<file path="config.mk">
export PLATFORM = sky130hd
export DESIGN_NAME = ls_mezz_uart_rx_fifo
export DESIGN_NICKNAME = d
export VERILOG_FILES = /design/src/rtl/ls_mezz_uart_rx_fifo.sv
export SDC_FILE = /design/constraint.sdc
export NUM_CORES = 1
export LEC_CHECK = 0
export ABC_CLOCK_PERIOD_IN_PS = 2900
export BUFFER_PORTS_ARGS = -buffer_cell sky130_fd_sc_hd__buf_2
export CORE_ASPECT_RATIO = 1.75
export CORE_MARGIN = 4
export CORE_UTILIZATION = 50
export CTS_CLUSTER_SIZE = 30
export DETAILED_ROUTE_END_ITERATION = 7
export PLACE_DENSITY = 0.64
export SLEW_MARGIN = 20
export SYNTH_ARGS = -nofsm -noshare
export SYNTH_HDL_FRONTEND = slang
export SYNTH_SLANG_ARGS = --single-unit
</file>
<file path="constraint.sdc">
create_clock -name clk -period 2.9 [get_ports clk]
set_input_delay 0.145 -clock clk [delete_from_list [all_inputs] [get_ports clk]]
set_output_delay 0.145 -clock clk [all_outputs]
set_load 0.005 [all_outputs]
</file>
<file path="src/rtl/ls_mezz_uart_rx_fifo.sv">
// ls_mezz_uart_rx_fifo
// UART receiver for the mezzanine rx pin: 16x oversampled frames into a
// first-word-fall-through byte FIFO with a valid/ready output stream and an
// active-low RTS flow-control output.
// Build option: define UART_RX_PARITY_EN for 8E1 frames with parity checking;
// without it frames are 8N1 and parity_err is tied low.
module ls_mezz_uart_rx_fifo #(
  parameter int CLK_DIV       = 54,
  parameter int FIFO_DEPTH    = 16,
  parameter int RTS_THRESHOLD = 12
) (
  input  logic                          clk,
  input  logic                          rst,
  input  logic                          uart_rx,
  output logic                          rtsn,
  output logic [7:0]                    m_data,
  output logic                          m_valid,
  input  logic                          m_ready,
  output logic [$clog2(FIFO_DEPTH):0]   fifo_level,
  output logic                          frame_err,
  output logic                          overrun,
  output logic                          parity_err
);

  localparam int AW = $clog2(FIFO_DEPTH);
  localparam int LW = AW + 1;
  localparam int DW = $clog2(CLK_DIV);
  localparam logic [DW-1:0] DIV_MAX = DW'(CLK_DIV - 1);
  localparam logic [LW-1:0] DEPTH_L = LW'(FIFO_DEPTH);
  localparam logic [LW-1:0] RTS_L   = LW'(RTS_THRESHOLD);

  typedef enum logic [2:0] {
    IDLE,
    START,
    DATA,
    PARITY,
    STOP
  } state_t;

  state_t        state;
  logic          rx_meta;
  logic          rxs;
  logic [DW-1:0] div_cnt;
  logic          tick;
  logic [3:0]    sc;
  logic [2:0]    bit_idx;
  logic [7:0]    shift;
  logic          armed;
  logic          start_enter;
  logic          stop_sample;
  logic          push;

  logic [7:0]    mem [FIFO_DEPTH];
  logic [AW-1:0] wr_ptr;
  logic [AW-1:0] rd_ptr;
  logic [LW-1:0] level;
  logic [LW-1:0] level_next;
  logic          pop;
  logic          push_ok;

`ifdef UART_RX_PARITY_EN
  logic          parity_bad;
  logic          parity_err_r;
`endif

  // Two-flop synchronizer; the line idles high so the flops reset to 1.
  always_ff @(posedge clk) begin
    if (rst) begin
      rx_meta <= 1'b1;
      rxs     <= 1'b1;
    end else begin
      rx_meta <= uart_rx;
      rxs     <= rx_meta;
    end
  end

  assign tick        = (div_cnt == DIV_MAX);
  assign start_enter = (state == IDLE) && tick && armed && !rxs;
  assign stop_sample = (state == STOP) && tick && (sc == 4'd15);

`ifdef UART_RX_PARITY_EN
  assign push = stop_sample && rxs && !parity_bad;
`else
  assign push = stop_sample && rxs;
`endif

  // Oversample tick divider; restarted on start-bit detection to lock phase.
  always_ff @(posedge clk) begin
    if (rst || start_enter || tick) begin
      div_cnt <= '0;
    end else begin
      div_cnt <= div_cnt + DW'(1);
    end
  end

  // Frame FSM: start qualification, data shift, optional parity, stop check.
  always_ff @(posedge clk) begin
    if (rst) begin
      state     <= IDLE;
      sc        <= 4'd0;
      bit_idx   <= 3'd0;
      shift     <= 8'h00;
      armed     <= 1'b0;
      frame_err <= 1'b0;
`ifdef UART_RX_PARITY_EN
      parity_bad   <= 1'b0;
      parity_err_r <= 1'b0;
`endif
    end else begin
      frame_err <= 1'b0;
`ifdef UART_RX_PARITY_EN
      parity_err_r <= 1'b0;
`endif
      if (tick) begin
        case (state)
          IDLE: begin
            if (rxs) begin
              armed <= 1'b1;
            end else if (armed) begin
              state <= START;
              sc    <= 4'd0;
            end
          end
          START: begin
            if (sc == 4'd7) begin
              if (rxs) begin
                state <= IDLE;
              end else begin
                state   <= DATA;
                sc      <= 4'd0;
                bit_idx <= 3'd0;
              end
            end else begin
              sc <= sc + 4'd1;
            end
          end
          DATA: begin
            if (sc == 4'd15) begin
              shift <= {rxs, shift[7:1]};
              sc    <= 4'd0;
              if (bit_idx == 3'd7) begin
`ifdef UART_RX_PARITY_EN
                state <= PARITY;
`else
                state <= STOP;
`endif
              end else begin
                bit_idx <= bit_idx + 3'd1;
              end
            end else begin
              sc <= sc + 4'd1;
            end
          end
          PARITY: begin
`ifdef UART_RX_PARITY_EN
            if (sc == 4'd15) begin
              parity_bad   <= ^{rxs, shift};
              parity_err_r <= ^{rxs, shift};
              sc           <= 4'd0;
              state        <= STOP;
            end else begin
              sc <= sc + 4'd1;
            end
`else
            state <= IDLE;
`endif
          end
          STOP: begin
            if (sc == 4'd15) begin
              if (!rxs) begin
                frame_err <= 1'b1;
                armed     <= 1'b0;
              end
              state <= IDLE;
              sc    <= 4'd0;
`ifdef UART_RX_PARITY_EN
              parity_bad <= 1'b0;
`endif
            end else begin
              sc <= sc + 4'd1;
            end
          end
          default: state <= IDLE;
        endcase
      end
    end
  end

`ifdef UART_RX_PARITY_EN
  assign parity_err = parity_err_r;
`else
  assign parity_err = 1'b0;
`endif

  assign pop     = m_valid && m_ready;
  assign push_ok = push && ((level != DEPTH_L) || pop);

  // Next FIFO occupancy; a push into a full FIFO only lands alongside a pop.
  always_comb begin
    level_next = level;
    if (push_ok && !pop) begin
      level_next = level + LW'(1);
    end else if (!push_ok && pop) begin
      level_next = level - LW'(1);
    end
  end

  // Byte storage, left unreset so it can map onto distributed RAM.
  always_ff @(posedge clk) begin
    if (push_ok) begin
      mem[wr_ptr] <= shift;
    end
  end

  // FIFO pointers, occupancy and the overrun pulse.
  always_ff @(posedge clk) begin
    if (rst) begin
      wr_ptr  <= '0;
      rd_ptr  <= '0;
      level   <= '0;
      overrun <= 1'b0;
    end else begin
      if (push_ok) begin
        wr_ptr <= wr_ptr + AW'(1);
      end
      if (pop) begin
        rd_ptr <= rd_ptr + AW'(1);
      end
      level   <= level_next;
      overrun <= push && !push_ok;
    end
  end

  // RTS follows the occupancy the FIFO is about to have.
  always_ff @(posedge clk) begin
    if (rst) begin
      rtsn <= 1'b1;
    end else begin
      rtsn <= (level_next >= RTS_L);
    end
  end

  assign m_valid    = (level != '0);
  assign m_data     = m_valid ? mem[rd_ptr] : 8'h00;
  assign fifo_level = level;

endmodule

</file>
==> results.sh, run 1 <==
export IMPL_crit_path_frequent_cell="sky130_fd_sc_hd__mux4_2"
export IMPL_start_kind="flop"
export IMPL_via_per_inst=5.57
export IMPL_synth_common_cells="sky130_fd_sc_hd__edfxtp_1, sky130_fd_sc_hd__dfxtp_1, sky130_fd_sc_hd__nor2_1"
export IMPL_area_of_the_multi_input_gates_um2=2310
export IMPL_std_cell_rows=58
export IMPL_clkPwrFrac_pct=38.3
export IMPL_clock_tree_htree_level_count=4
export IMPL_preCtsSetupSlack_ns=0.496
export IMPL_achievable_frequency_mhz=369
export IMPL_power_ir_vdd_worst_uv=424
export IMPL_route_vias_total=3867
export IMPL_netlist_instances=465
export IMPL_synth_sequential_area_ratio_pct=66.0
export IMPL_criticalPathCategory="flop to primary output"
export IMPL_detailroute_wirelength_met3_um=436
export IMPL_synthesis_yosys_warnings=0
export IMPL_clock_skew_ns=0.0121
export IMPL_floorplan_initialDensity_pct=50.7
export IMPL_finalCritPeriodShare_pct=93.5
export IMPL_clkSlewWorstSetupHoldPaths_ns=0.07
export IMPL_post_place_cells=661
export IMPL_post_synth_top_area_cell="sky130_fd_sc_hd__edfxtp_1"
export IMPL_gpl_final_weighted_congestion=0.840
export IMPL_synth_seq_cells=175
export IMPL_unrepaired_setup_endpoints_after_global_routing="false"
export IMPL_drive_gt1_share_pct=24.7
export IMPL_numClockSinks=175
export IMPL_setup_viol=0
export IMPL_run_status="finished, final reports clean"
export IMPL_internal_power_mw=4.22
export IMPL_place_port_buffers=20
export IMPL_period_needed_ns=2.71
export IMPL_core_area_um2=14300
export IMPL_ys_async_sr_fraction_pct=0
export IMPL_tightestPinTransition_ns=0.709
export IMPL_drt_initial_drc_count=194
export IMPL_drc=0
export IMPL_top_layer="met4"
export IMPL_finish_net_count=517
export IMPL_worst_endpoint_arrival_ns=2.57
export IMPL_crit_path_max_fanout=16
export IMPL_synth_top_flop_cell="sky130_fd_sc_hd__edfxtp_1"
export IMPL_cts_made_buffers=17
export IMPL_sw_frac_of_total_pct=25.7
export IMPL_maximum_buffer_depth_of_the_clock_tree=2
export IMPL_register_area_um2=4790
export IMPL_p_leak_nw=2.79
export IMPL_finalSetupTns_ns=0
export IMPL_clk_latency_ns=0.42
export IMPL_avgRoutedWirePerCell_um=20.3
export IMPL_synth_fp_nets=481
export IMPL_chipHeight_um=167
export IMPL_max_cap_violations=0
export IMPL_yosys_top_cells_area="sky130_fd_sc_hd__edfxtp_1, sky130_fd_sc_hd__dfxtp_1, sky130_fd_sc_hd__mux4_2"
export IMPL_grt_total_usage_pct=18.0
export IMPL_synth_cell_type_count=55
export IMPL_fillCellCount=1107
export IMPL_flow_area_growth_from_synthesis_pct=13.3
export IMPL_min_delay_path_class="input pin to flop"
export IMPL_syn_area_per_cell_um2=15.6
export IMPL_met2_length_um=8060
export IMPL_timing_critical_path_slowest_cell_delay_ns=0.57
export IMPL_max_slew_margin_pct=52.4
export IMPL_drt_met1_wl_um=5140
export IMPL_worstPathCellList="buf_12 -> mux4_2 -> mux4_2 -> and2_1 -> buf_2"
export IMPL_power_share_combinational_pct=13.4
export IMPL_reg_power_share_pct=48.3
export IMPL_number_of_max_slew_violations_in_the_final_report=0
export IMPL_layout_cells_non_filler=694
export IMPL_wire_length_of_the_first_global_routing_pass_um=22100
export IMPL_cp_slowest_cell="sky130_fd_sc_hd__mux4_2"
export IMPL_floorplan_die_area_um2=16600
export IMPL_hold_viol=0
export IMPL_cts_tree="done"
export IMPL_root_buffer="sky130_fd_sc_hd__clkbuf_16"
export IMPL_die_w_um=99.1
export IMPL_netSwitchingPower_mw=1.46
export IMPL_timing_critical_path_to_type="primary output"
export IMPL_place_detailed_hpwl_um=9890
export IMPL_grt_remaining_overflow=0
export IMPL_synth_most_common_cell="sky130_fd_sc_hd__edfxtp_1"
export IMPL_antenna_left=0
export IMPL_drt_first_pass_iters=4
export IMPL_synth_edf_count=128
export IMPL_required_arrival_time_at_the_worst_endpoint_ns=2.76
export IMPL_insertedDiodeCount=0
export IMPL_first_global_vias=3980
export IMPL_synth_top_area_share_pct=53.0
export IMPL_post_synth_instance_area_um2=7250
export IMPL_grt_start_max_net_pins=40
export IMPL_powerDensity_nw_per_um2=691
export IMPL_post_route_worst_setup_slack_ns=0.188
export IMPL_grt_antenna_before_repair=0
export IMPL_ioPinCount=22
export IMPL_drt_wl_total_um=14100
## final timing paths
| kind | start | to | slack, ns | cells after the start |
|---|---|---|---|---|
| setup / recovery | flop | m_data[4] | 0.19 | 5 |
| hold / removal | m_ready | fifo_level[4]$_SDFF_PP0_ | 0.15 | 3 |
| setup reg to reg | state[1]$_SDFFE_PP0P_ | mem[3][5]$_DFFE_PP_ | 0.47 | 5 |
| hold reg to reg | rx_meta$_SDFF_PP1_ | rxs$_SDFF_PP1_ | 0.41 | 1 |
## cells by family (layout without fill, tap and decap cells)
kind of cell,Yosys count,after routing,synth area share [%]
flops,175,175,66.0
fa+ha+maj,12,12,2.07
xor+xnor,14,14,1.69
mux,53,53,14.2
simple gates,136,136,10.3
buf+inv,34,83,2.17
compound gates,40,40,3.55
other cells,1,1,0.0517
## critical path: cells and delay by family (launching register included)
kind / cells / cell delay, ns
flops: 1 / 0.54
simple gates: 1 / 0.17
buf+inv: 2 / 0.35
mux: 2 / 1.06
## power by group through the flow
stage,combinational [mW],sequential (mW),clock [mW]
global placement,0.773,2.80,0
floorplan,0.548,2.77,0
CTS,0.789,2.74,2.22
global route,0.841,2.75,2.33
detailed placement,0.784,2.80,0
finish,0.762,2.74,2.18
## registers in the layout (all words and copies together) (netlist names), 3 cells and up, named ones only
signal,count
bit_idx,3
div_cnt,6
fifo_level,5
mem,128
rd_ptr,4
sc,4
shift,8
state,3
wr_ptr,4
## cell type report
type	instances	area share [%]
Multi-Input combinational cell	256	28.1
Sequential cell	175	58.2
Tap cell	180	2.74
Clock inverter	15	1.78
Clock buffer	17	5.17
Timing Repair Buffer	42	3.56
Inverter	9	0.411
## metal layers
metal,track usage [%],vias to the layer above
met2,32.7,61
li1,-,1843
met5,0,-
met4,8.56,0
met1,19.4,1942
met3,4.29,21
## cell usage in the layout, fill, tap and decap left out, types with 2 or more instances in the layout
| cell | instances |
|---|---|
| sky130_fd_sc_hd__a21oi_1 | 14 |
| sky130_fd_sc_hd__ha_1 | 12 |
| sky130_fd_sc_hd__nand4_1 | 3 |
| sky130_fd_sc_hd__or3b_1 | 4 |
| sky130_fd_sc_hd__nand4bb_1 | 2 |
| sky130_fd_sc_hd__inv_8 | 5 |
| sky130_fd_sc_hd__a211o_1 | 2 |
| sky130_fd_sc_hd__buf_12 | 2 |
| sky130_fd_sc_hd__dfxtp_1 | 46 |
| sky130_fd_sc_hd__clkinv_4 | 2 |
| sky130_fd_sc_hd__mux2i_1 | 13 |
| sky130_fd_sc_hd__nor2b_1 | 4 |
| sky130_fd_sc_hd__nor4_4 | 2 |
| sky130_fd_sc_hd__nand3_1 | 11 |
| sky130_fd_sc_hd__and2_1 | 11 |
| sky130_fd_sc_hd__o21ai_0 | 5 |
| sky130_fd_sc_hd__a211oi_1 | 4 |
| sky130_fd_sc_hd__edfxtp_1 | 128 |
| sky130_fd_sc_hd__nor2_1 | 46 |
| sky130_fd_sc_hd__inv_1 | 9 |
| sky130_fd_sc_hd__a31oi_1 | 3 |
| sky130_fd_sc_hd__nand2b_1 | 3 |
| sky130_fd_sc_hd__o21a_1 | 2 |
| sky130_fd_sc_hd__inv_6 | 5 |
| sky130_fd_sc_hd__mux4_2 | 40 |
| sky130_fd_sc_hd__or2_1 | 2 |
| sky130_fd_sc_hd__nor3_1 | 8 |
| sky130_fd_sc_hd__buf_4 | 19 |
| sky130_fd_sc_hd__nand2_1 | 23 |
| sky130_fd_sc_hd__xnor2_1 | 5 |
| sky130_fd_sc_hd__o21ai_1 | 2 |
| sky130_fd_sc_hd__xor2_1 | 9 |
| sky130_fd_sc_hd__or2_2 | 4 |
| sky130_fd_sc_hd__clkbuf_16 | 17 |
| sky130_fd_sc_hd__buf_2 | 20 |
## metrics by stage
step / power [mW] / util (%) / hold WS [ns] / area (um2)
detailed placement: 3.59 / 53.4 / 0.333 / 7640
floorplan: 3.32 / - / 0.249 / 7250
finish: 5.68 / 57.5 / 0.149 / 8220
CTS: 5.75 / 57.5 / 0.135 / 8220
global route: 5.92 / 57.5 / 0.169 / 8220
global placement: 3.57 / 53.4 / 0.331 / 7640
## repair_timing
action,in CTS,in global routing
hold buffers,1,0
buffers inserted,0,0
resized for setup,0,0
hold endpoints to repair,1,0
Note: power is estimated with default switching activity, not from simulation.
==> run 2, diff against run 1 <==
- ABC_AREA: not set -> 1
- BUFFER_PORTS_ARGS: -buffer_cell sky130_fd_sc_hd__buf_2 -> not set
- DONT_BUFFER_PORTS: not set -> 1
- MAX_ROUTING_LAYER: not set -> met4
- PLACE_DENSITY: 0.64 -> 0.63
==> results.sh, run 2 <==
export IMPL_run_status="finished, final reports clean"
export IMPL_synth_edf_count=128
export IMPL_syn_area_per_cell_um2=11.2
export IMPL_unrepaired_setup_endpoints_after_global_routing="false"
export IMPL_grt_antenna_before_repair=0
export IMPL_post_cts_buffers=0
export IMPL_floorplan_die_area_um2=17100
export IMPL_cts_made_buffers=17
export IMPL_synth_sequential_area_ratio_pct=63.8
export IMPL_dpl_cell_area_um2=7650
export IMPL_r2r_start="div_cnt[0]$_SDFF_PP0_"
export IMPL_synth_cell_type_count=43
export IMPL_synth_common_cells="sky130_fd_sc_hd__edfxtp_1, sky130_fd_sc_hd__nor2_1, sky130_fd_sc_hd__o21ai_0"
export IMPL_worst_path_dominant_cell_family="flip-flops"
export IMPL_clock_tree_htree_level_count=4
export IMPL_ioPinCount=22
export IMPL_largest_reg_flops=128
export IMPL_number_of_buffer_and_inverter_instances_along_the_worst_setup_path=1
export IMPL_achievable_frequency_mhz=411
export IMPL_required_arrival_time_at_the_worst_endpoint_ns=2.76
export IMPL_post_synth_top_area_cell="sky130_fd_sc_hd__edfxtp_1"
export IMPL_layout_top_registers="mem x128, shift x8, div_cnt x6"
export IMPL_worstHoldEndpoint="rd_ptr[1]$_SDFFE_PP0N_"
export IMPL_std_cell_rows=59
export IMPL_timing_critical_path_slowest_cell_delay_ns=0.71
export IMPL_netlist_instances=672
export IMPL_clock_skew_ns=0.0107
export IMPL_finish_net_count=686
export IMPL_place_port_buffers=0
export IMPL_commonest_cells_after_routing_fill_and_taps_aside="sky130_fd_sc_hd__edfxtp_1, sky130_fd_sc_hd__nor2_1, sky130_fd_sc_hd__o21ai_0"
export IMPL_rr_endpoint="mem[0][0]$_DFFE_PP_"
export IMPL_cp_slowest_cell="sky130_fd_sc_hd__dfxtp_1"
export IMPL_layout_cells_non_filler=866
export IMPL_timing_critical_path_to_type="primary output"
export IMPL_max_cap_violations=0
export IMPL_synthesis_yosys_warnings=0
export IMPL_post_synth_instance_area_um2=7500
export IMPL_finalCritPeriodShare_pct=83.9
export IMPL_drive_gt1_share_pct=11.4
export IMPL_drc=0
export IMPL_floorplan_initialDensity_pct=50.8
export IMPL_first_global_vias=5036
export IMPL_wire_length_of_the_first_global_routing_pass_um=27200
export IMPL_die_w_um=101
export IMPL_hold_buffers=3
export IMPL_powerDensity_nw_per_um2=791
export IMPL_setup_viol=0
export IMPL_period_needed_ns=2.43
export IMPL_max_slew_margin_pct=36.0
export IMPL_power_ir_vdd_worst_uv=411
export IMPL_whs_path_depth=3
export IMPL_cts_repair_resized=0
export IMPL_hold_viol=0
export IMPL_worstPathCellList="inv_1 -> o221ai_1 -> nand3_1 -> a21oi_1"
export IMPL_reg2reg_slack_ns=0.50
export IMPL_antenna_left=0
export IMPL_avgRoutedWirePerCell_um=20.2
export IMPL_worst_endpoint_arrival_ns=2.29
export IMPL_min_delay_path_class="input pin to flop"
export IMPL_criticalPathCategory="flop to primary output"
export IMPL_flow_area_growth_from_synthesis_pct=10.1
export IMPL_number_of_max_slew_violations_in_the_final_report=0
export IMPL_drt_first_pass_iters=5
export IMPL_cts_tree="done"
export IMPL_core_area_um2=14800
export IMPL_fillCellCount=1273
export IMPL_r2r_worst_path_cells=7
export IMPL_maximum_buffer_depth_of_the_clock_tree=2
export IMPL_start_kind="flop"
export IMPL_register_name_with_the_most_flops="mem"
export IMPL_ys_async_sr_fraction_pct=0
export IMPL_gpl_final_weighted_congestion=0.862
export IMPL_route_vias_total=5054
export IMPL_grt_remaining_overflow=0
export IMPL_synth_seq_cells=175
export IMPL_yosys_top_cells_area="sky130_fd_sc_hd__edfxtp_1, sky130_fd_sc_hd__dfxtp_1, sky130_fd_sc_hd__nor2_1"
export IMPL_numClockSinks=175
export IMPL_crit_path_max_fanout=17
export IMPL_place_detailed_hpwl_um=12000
export IMPL_synth_fp_nets=688
export IMPL_tightestPinTransition_ns=0.959
export IMPL_clkSlewWorstSetupHoldPaths_ns=0.07
export IMPL_drt_initial_drc_count=397
export IMPL_post_place_cells=831
export IMPL_via_per_inst=5.84
export IMPL_synth_most_common_cell="sky130_fd_sc_hd__edfxtp_1"
export IMPL_finalSetupTns_ns=0
export IMPL_fin_area_um2=8260
export IMPL_min_delay_start="m_ready"
export IMPL_insertedDiodeCount=0
export IMPL_root_buffer="sky130_fd_sc_hd__clkbuf_16"
export IMPL_grt_total_usage_pct=22.0
export IMPL_drt_wl_total_um=17500
export IMPL_final_common_cell="sky130_fd_sc_hd__edfxtp_1"
export IMPL_grt_start_max_net_pins=65
export IMPL_synth_top_area_share_pct=51.2
export IMPL_p_leak_nw=3.15
export IMPL_chipHeight_um=170
export IMPL_synth_top_flop_cell="sky130_fd_sc_hd__edfxtp_1"
export IMPL_clk_latency_ns=0.43
-- run 2: cell count changes after synthesis, moves of 9 or more --
cell	change
sky130_fd_sc_hd__o221ai_1	+32
sky130_fd_sc_hd__nand2_1	+29
sky130_fd_sc_hd__nand3_1	+24
sky130_fd_sc_hd__nor2_1	+67
sky130_fd_sc_hd__mux2i_1	-13
sky130_fd_sc_hd__a21oi_1	+20
sky130_fd_sc_hd__inv_2	+9
sky130_fd_sc_hd__mux4_2	-40
sky130_fd_sc_hd__o21ai_0	+50
sky130_fd_sc_hd__and2_1	-10
sky130_fd_sc_hd__inv_1	+29
sky130_fd_sc_hd__o21bai_1	+31
-- run 2: metal layers --
metal  GRT usage (%)  part of all wire, %
met3            3.94                  3.6
met2            39.6                   56
met1            24.3                   38
met4            6.86                  2.0
met5               -                    0
-- run 2: logic make-up (layout without fill, tap and decap cells) --
logic type               Yosys count  after routing  share of synthesized area [%]
AO/OA/AOI/OAI                    157            157                           13.3
XOR/XNOR                           6              6                          0.701
adder cells (fa/ha/maj)           12             12                           2.00
buffers and inverters             78             89                           4.32
flip-flops                       175            175                           63.8
other                              1              1                         0.0500
AND/OR/NAND/NOR                  243            243                           15.8
-- run 2: cell type report --
type	instances	area, um2	share of cell area (%)
sequential	175	4790	58.0
multi-input combinational	419	2390	29.0
clock buffer	17	425	5.15
tap	183	229	2.77
inverter	47	176	2.14
clock inverter	15	151	1.83
timing repair buffer	10	95.1	1.15
-- run 2: per-stage QoR --
stage	power [mW]	hold slack (ns)	utilization, %	setup WS [ns]
final	6.53	0.0387	55.9	0.468
after global routing	6.87	0.0777	55.9	0.306
after CTS	6.59	0.0306	55.9	0.456
after detailed placement	4.42	0.219	51.8	0.494
after global placement	4.41	0.217	51.8	0.622
after floorplan	4.01	0.249	-	0.932
-- run 2: tightest hold or removal path, delay by kind of cell --
family,cells,cell delay [ns]
simple gates,2,0.19
compound gates,1,0.08
-- run 2: how the worst max path moves through the flow --
stage	from	cells past startpoint	slack, ns	endpoint
after floorplan	div_cnt[0]$_SDFF_PP0_	7	0.93	mem[3][0]$_DFFE_PP_
after global placement	div_cnt[0]$_SDFF_PP0_	7	0.62	mem[0][2]$_DFFE_PP_
after detailed placement	div_cnt[0]$_SDFF_PP0_	7	0.49	mem[0][4]$_DFFE_PP_
after CTS	flop	5	0.46	m_data[1]
after global routing	flop	5	0.31	m_data[1]
final	flop	4	0.47	m_data[2]
-- run 2: power by group --
part | switching, mW | internal, mW
combinational | 0.988 | 0.547
clock | 1.03 | 1.14
sequential | 0.124 | 2.70
==> run 3, diff against run 2 <==
- ABC_AREA: 1 -> 0
- ABC_CLOCK_PERIOD_IN_PS: 2900 -> 2190
- PLACE_DENSITY: 0.63 -> 0.66
- clock period: 2.9 -> 2.19 ns (I/O delays scaled with it)
==> results.sh, run 3 (synthesized netlist as in run 1, its figures left out) <==
export IMPL_run_status="finished with violations"
export IMPL_violations="negative setup slack"
export IMPL_layout_cells_non_filler=702
export IMPL_gpl_final_weighted_congestion=0.832
export IMPL_insertedDiodeCount=0
export IMPL_grt_antenna_before_repair=0
export IMPL_drt_initial_drc_count=250
export IMPL_first_global_vias=4302
export IMPL_power_share_combinational_pct=15.5
export IMPL_clk_latency_ns=0.42
export IMPL_largest_reg_flops=128
export IMPL_cts_tree="done"
export IMPL_reg_power_share_pct=45.7
export IMPL_drc=0
export IMPL_antenna_left=0
export IMPL_clkSlewWorstSetupHoldPaths_ns=0.06
export IMPL_sw_frac_of_total_pct=23.7
export IMPL_whs_path_depth=4
export IMPL_required_arrival_time_at_the_worst_endpoint_ns=2.08
export IMPL_commonest_cells_after_routing_fill_and_taps_aside="sky130_fd_sc_hd__edfxtp_1, sky130_fd_sc_hd__mux4_2, sky130_fd_sc_hd__nor2_1"
export IMPL_finalCritPeriodShare_pct=108
export IMPL_power_ir_vdd_worst_uv=589
export IMPL_timing_critical_path_to_type="primary output"
export IMPL_post_route_worst_setup_slack_ns=-0.175
export IMPL_powerDensity_nw_per_um2=919
export IMPL_rr_endpoint="mem[3][7]$_DFFE_PP_"
export IMPL_core_area_um2=14300
export IMPL_worstHoldEndpoint="overrun$_SDFF_PP0_"
export IMPL_crit_path_frequent_cell="sky130_fd_sc_hd__mux4_2"
export IMPL_wire_length_of_the_first_global_routing_pass_um=23700
export IMPL_post_place_cells=662
export IMPL_fillCellCount=1025
export IMPL_p_leak_nw=2.91
export IMPL_utilization_pct=60.2
export IMPL_place_detailed_hpwl_um=10100
export IMPL_route_vias_total=4028
export IMPL_area_of_the_multi_input_gates_um2=2430
export IMPL_hold_viol=0
export IMPL_number_of_max_slew_violations_in_the_final_report=0
export IMPL_netSwitchingPower_mw=1.87
export IMPL_finish_net_count=525
export IMPL_preCtsSetupSlack_ns=-0.0538
export IMPL_unrepaired_setup_endpoints_after_global_routing="true"
export IMPL_drt_first_pass_iters=4
export IMPL_clock_tree_htree_level_count=4
export IMPL_numClockSinks=175
export IMPL_avgRoutedWirePerCell_um=21.4
export IMPL_period_needed_ns=2.36
export IMPL_criticalPathCategory="flop to primary output"
export IMPL_tightestPinTransition_ns=0.785
export IMPL_achievable_frequency_mhz=423
export IMPL_place_port_buffers=0
export IMPL_register_name_with_the_most_flops="mem"
export IMPL_grt_remaining_overflow=0
export IMPL_chipHeight_um=167
export IMPL_maximum_buffer_depth_of_the_clock_tree=2
export IMPL_grt_total_usage_pct=19.9
export IMPL_min_delay_path_class="input pin to flop"
export IMPL_min_delay_start="m_ready"
export IMPL_layout_top_registers="mem x128, shift x8, div_cnt x6"
export IMPL_final_common_cell="sky130_fd_sc_hd__edfxtp_1"
export IMPL_ioPinCount=22
export IMPL_clkPwrFrac_pct=38.7
export IMPL_crit_path_max_fanout=7
export IMPL_via_per_inst=5.74
export IMPL_cp_slowest_cell="sky130_fd_sc_hd__mux4_2"
export IMPL_grt_start_max_net_pins=40
export IMPL_std_cell_rows=58
export IMPL_timing_critical_path_slowest_cell_delay_ns=0.52
export IMPL_worst_endpoint_arrival_ns=2.26
export IMPL_reg2reg_slack_ns=0.03
export IMPL_max_slew_margin_pct=47.6
export IMPL_design_power_total_mw=7.90
export IMPL_start_kind="flop"
export IMPL_clock_skew_ns=0.0110
export IMPL_floorplan_die_area_um2=16600
export IMPL_floorplan_initialDensity_pct=50.7
export IMPL_r2r_start="div_cnt[1]$_SDFF_PP0_"
export IMPL_cts_made_buffers=17
export IMPL_drt_wl_total_um=15000
export IMPL_register_area_um2=4800
export IMPL_internal_power_mw=6.03
export IMPL_flow_area_growth_from_synthesis_pct=18.6
export IMPL_setup_viol=8
export IMPL_worstPathCellList="buf_12 -> buf_16 -> mux4_2 -> mux4_2 -> and2_4"
export IMPL_drive_gt1_share_pct=31.0
export IMPL_r2r_worst_path_cells=7
export IMPL_root_buffer="sky130_fd_sc_hd__clkbuf_16"
export IMPL_die_w_um=99.1
export IMPL_max_cap_violations=0
## run 3: cell types whose count changed in the layout (fill, tap and decap cells not counted), sizes merged, moves of 5 or more
| cell | previous run | this run |
|---|---|---|
| o21ai | 56 | 7 |
| nor3 | 3 | 8 |
| inv | 54 | 13 |
| nand2 | 58 | 23 |
| mux2i | 0 | 13 |
| nand3 | 42 | 11 |
| xor2 | 4 | 9 |
| o221ai | 32 | 0 |
| mux4 | 0 | 40 |
| a21oi | 35 | 15 |
| o21bai | 32 | 1 |
| and2 | 1 | 11 |
| nor2 | 123 | 46 |
| buf | 7 | 47 |
## run 3: layer usage
metal  share of wire, %  GRT usage, %  vias up
li1                   -             -     1856
met1                 35          19.7     2043
met2                 57          35.7       98
met3                3.0          3.88       31
met4                4.9          11.0        0
met5                  0             -        -
## run 3: cell type report
type | instances | share of cell area [%]
multi-input combinational | 256 | 28.2
timing repair buffer | 50 | 5.94
inverter | 9 | 0.393
clock inverter | 14 | 2.08
sequential | 175 | 55.8
clock buffer | 18 | 4.99
tap | 180 | 2.62
## run 3: worst max path at each step
stage | end | slack, ns | startpoint | cells past startpoint
floorplan | mem[3][0]$_DFFE_PP_ | -0.06 | div_cnt[3]$_SDFF_PP0_ | 5
global placement | mem[3][2]$_DFFE_PP_ | -0.04 | div_cnt[1]$_SDFF_PP0_ | 8
detailed placement | mem[3][3]$_DFFE_PP_ | -0.05 | div_cnt[1]$_SDFF_PP0_ | 8
CTS | m_data[2] | -0.21 | flop | 5
global route | m_data[1] | -0.24 | flop | 5
finish | m_data[1] | -0.17 | flop | 5
## run 3: critical path: cells and delay by family, from the launching register on
family | cells | cell delay, ns
buf+inv | 2 | 0.26
simple gates | 1 | 0.16
flops | 1 | 0.42
mux | 2 | 1.00
## run 3: power groups by stage
stage | logic [mW] | registers [mW] | clock network [mW]
after detailed placement | 1.04 | 3.67 | 0
after global routing | 1.31 | 3.62 | 3.28
after CTS | 1.26 | 3.61 | 3.13
after global placement | 1.02 | 3.67 | 0
after floorplan | 0.726 | 3.67 | 0
final | 1.23 | 3.61 | 3.06
## run 3: repair_timing
item,CTS,global route
pin swaps,9,2
endpoints found under the hold margin,47,0
setup endpoints to repair,33,98
hold buffers,4,0
buffers inserted,2,1
gates resized for setup,15,8
cloned,3,0
## run 3: through the flow
step	hold slack (ns)	TNS, ns	instance area (um2)
finish	0.0752	-1.23	8600
global route	0.102	-2.15	8600
CTS	0.0560	-1.72	8610
detailed placement	0.178	-0.647	7790
global placement	0.180	-0.341	7790
floorplan	0.213	-0.731	7330
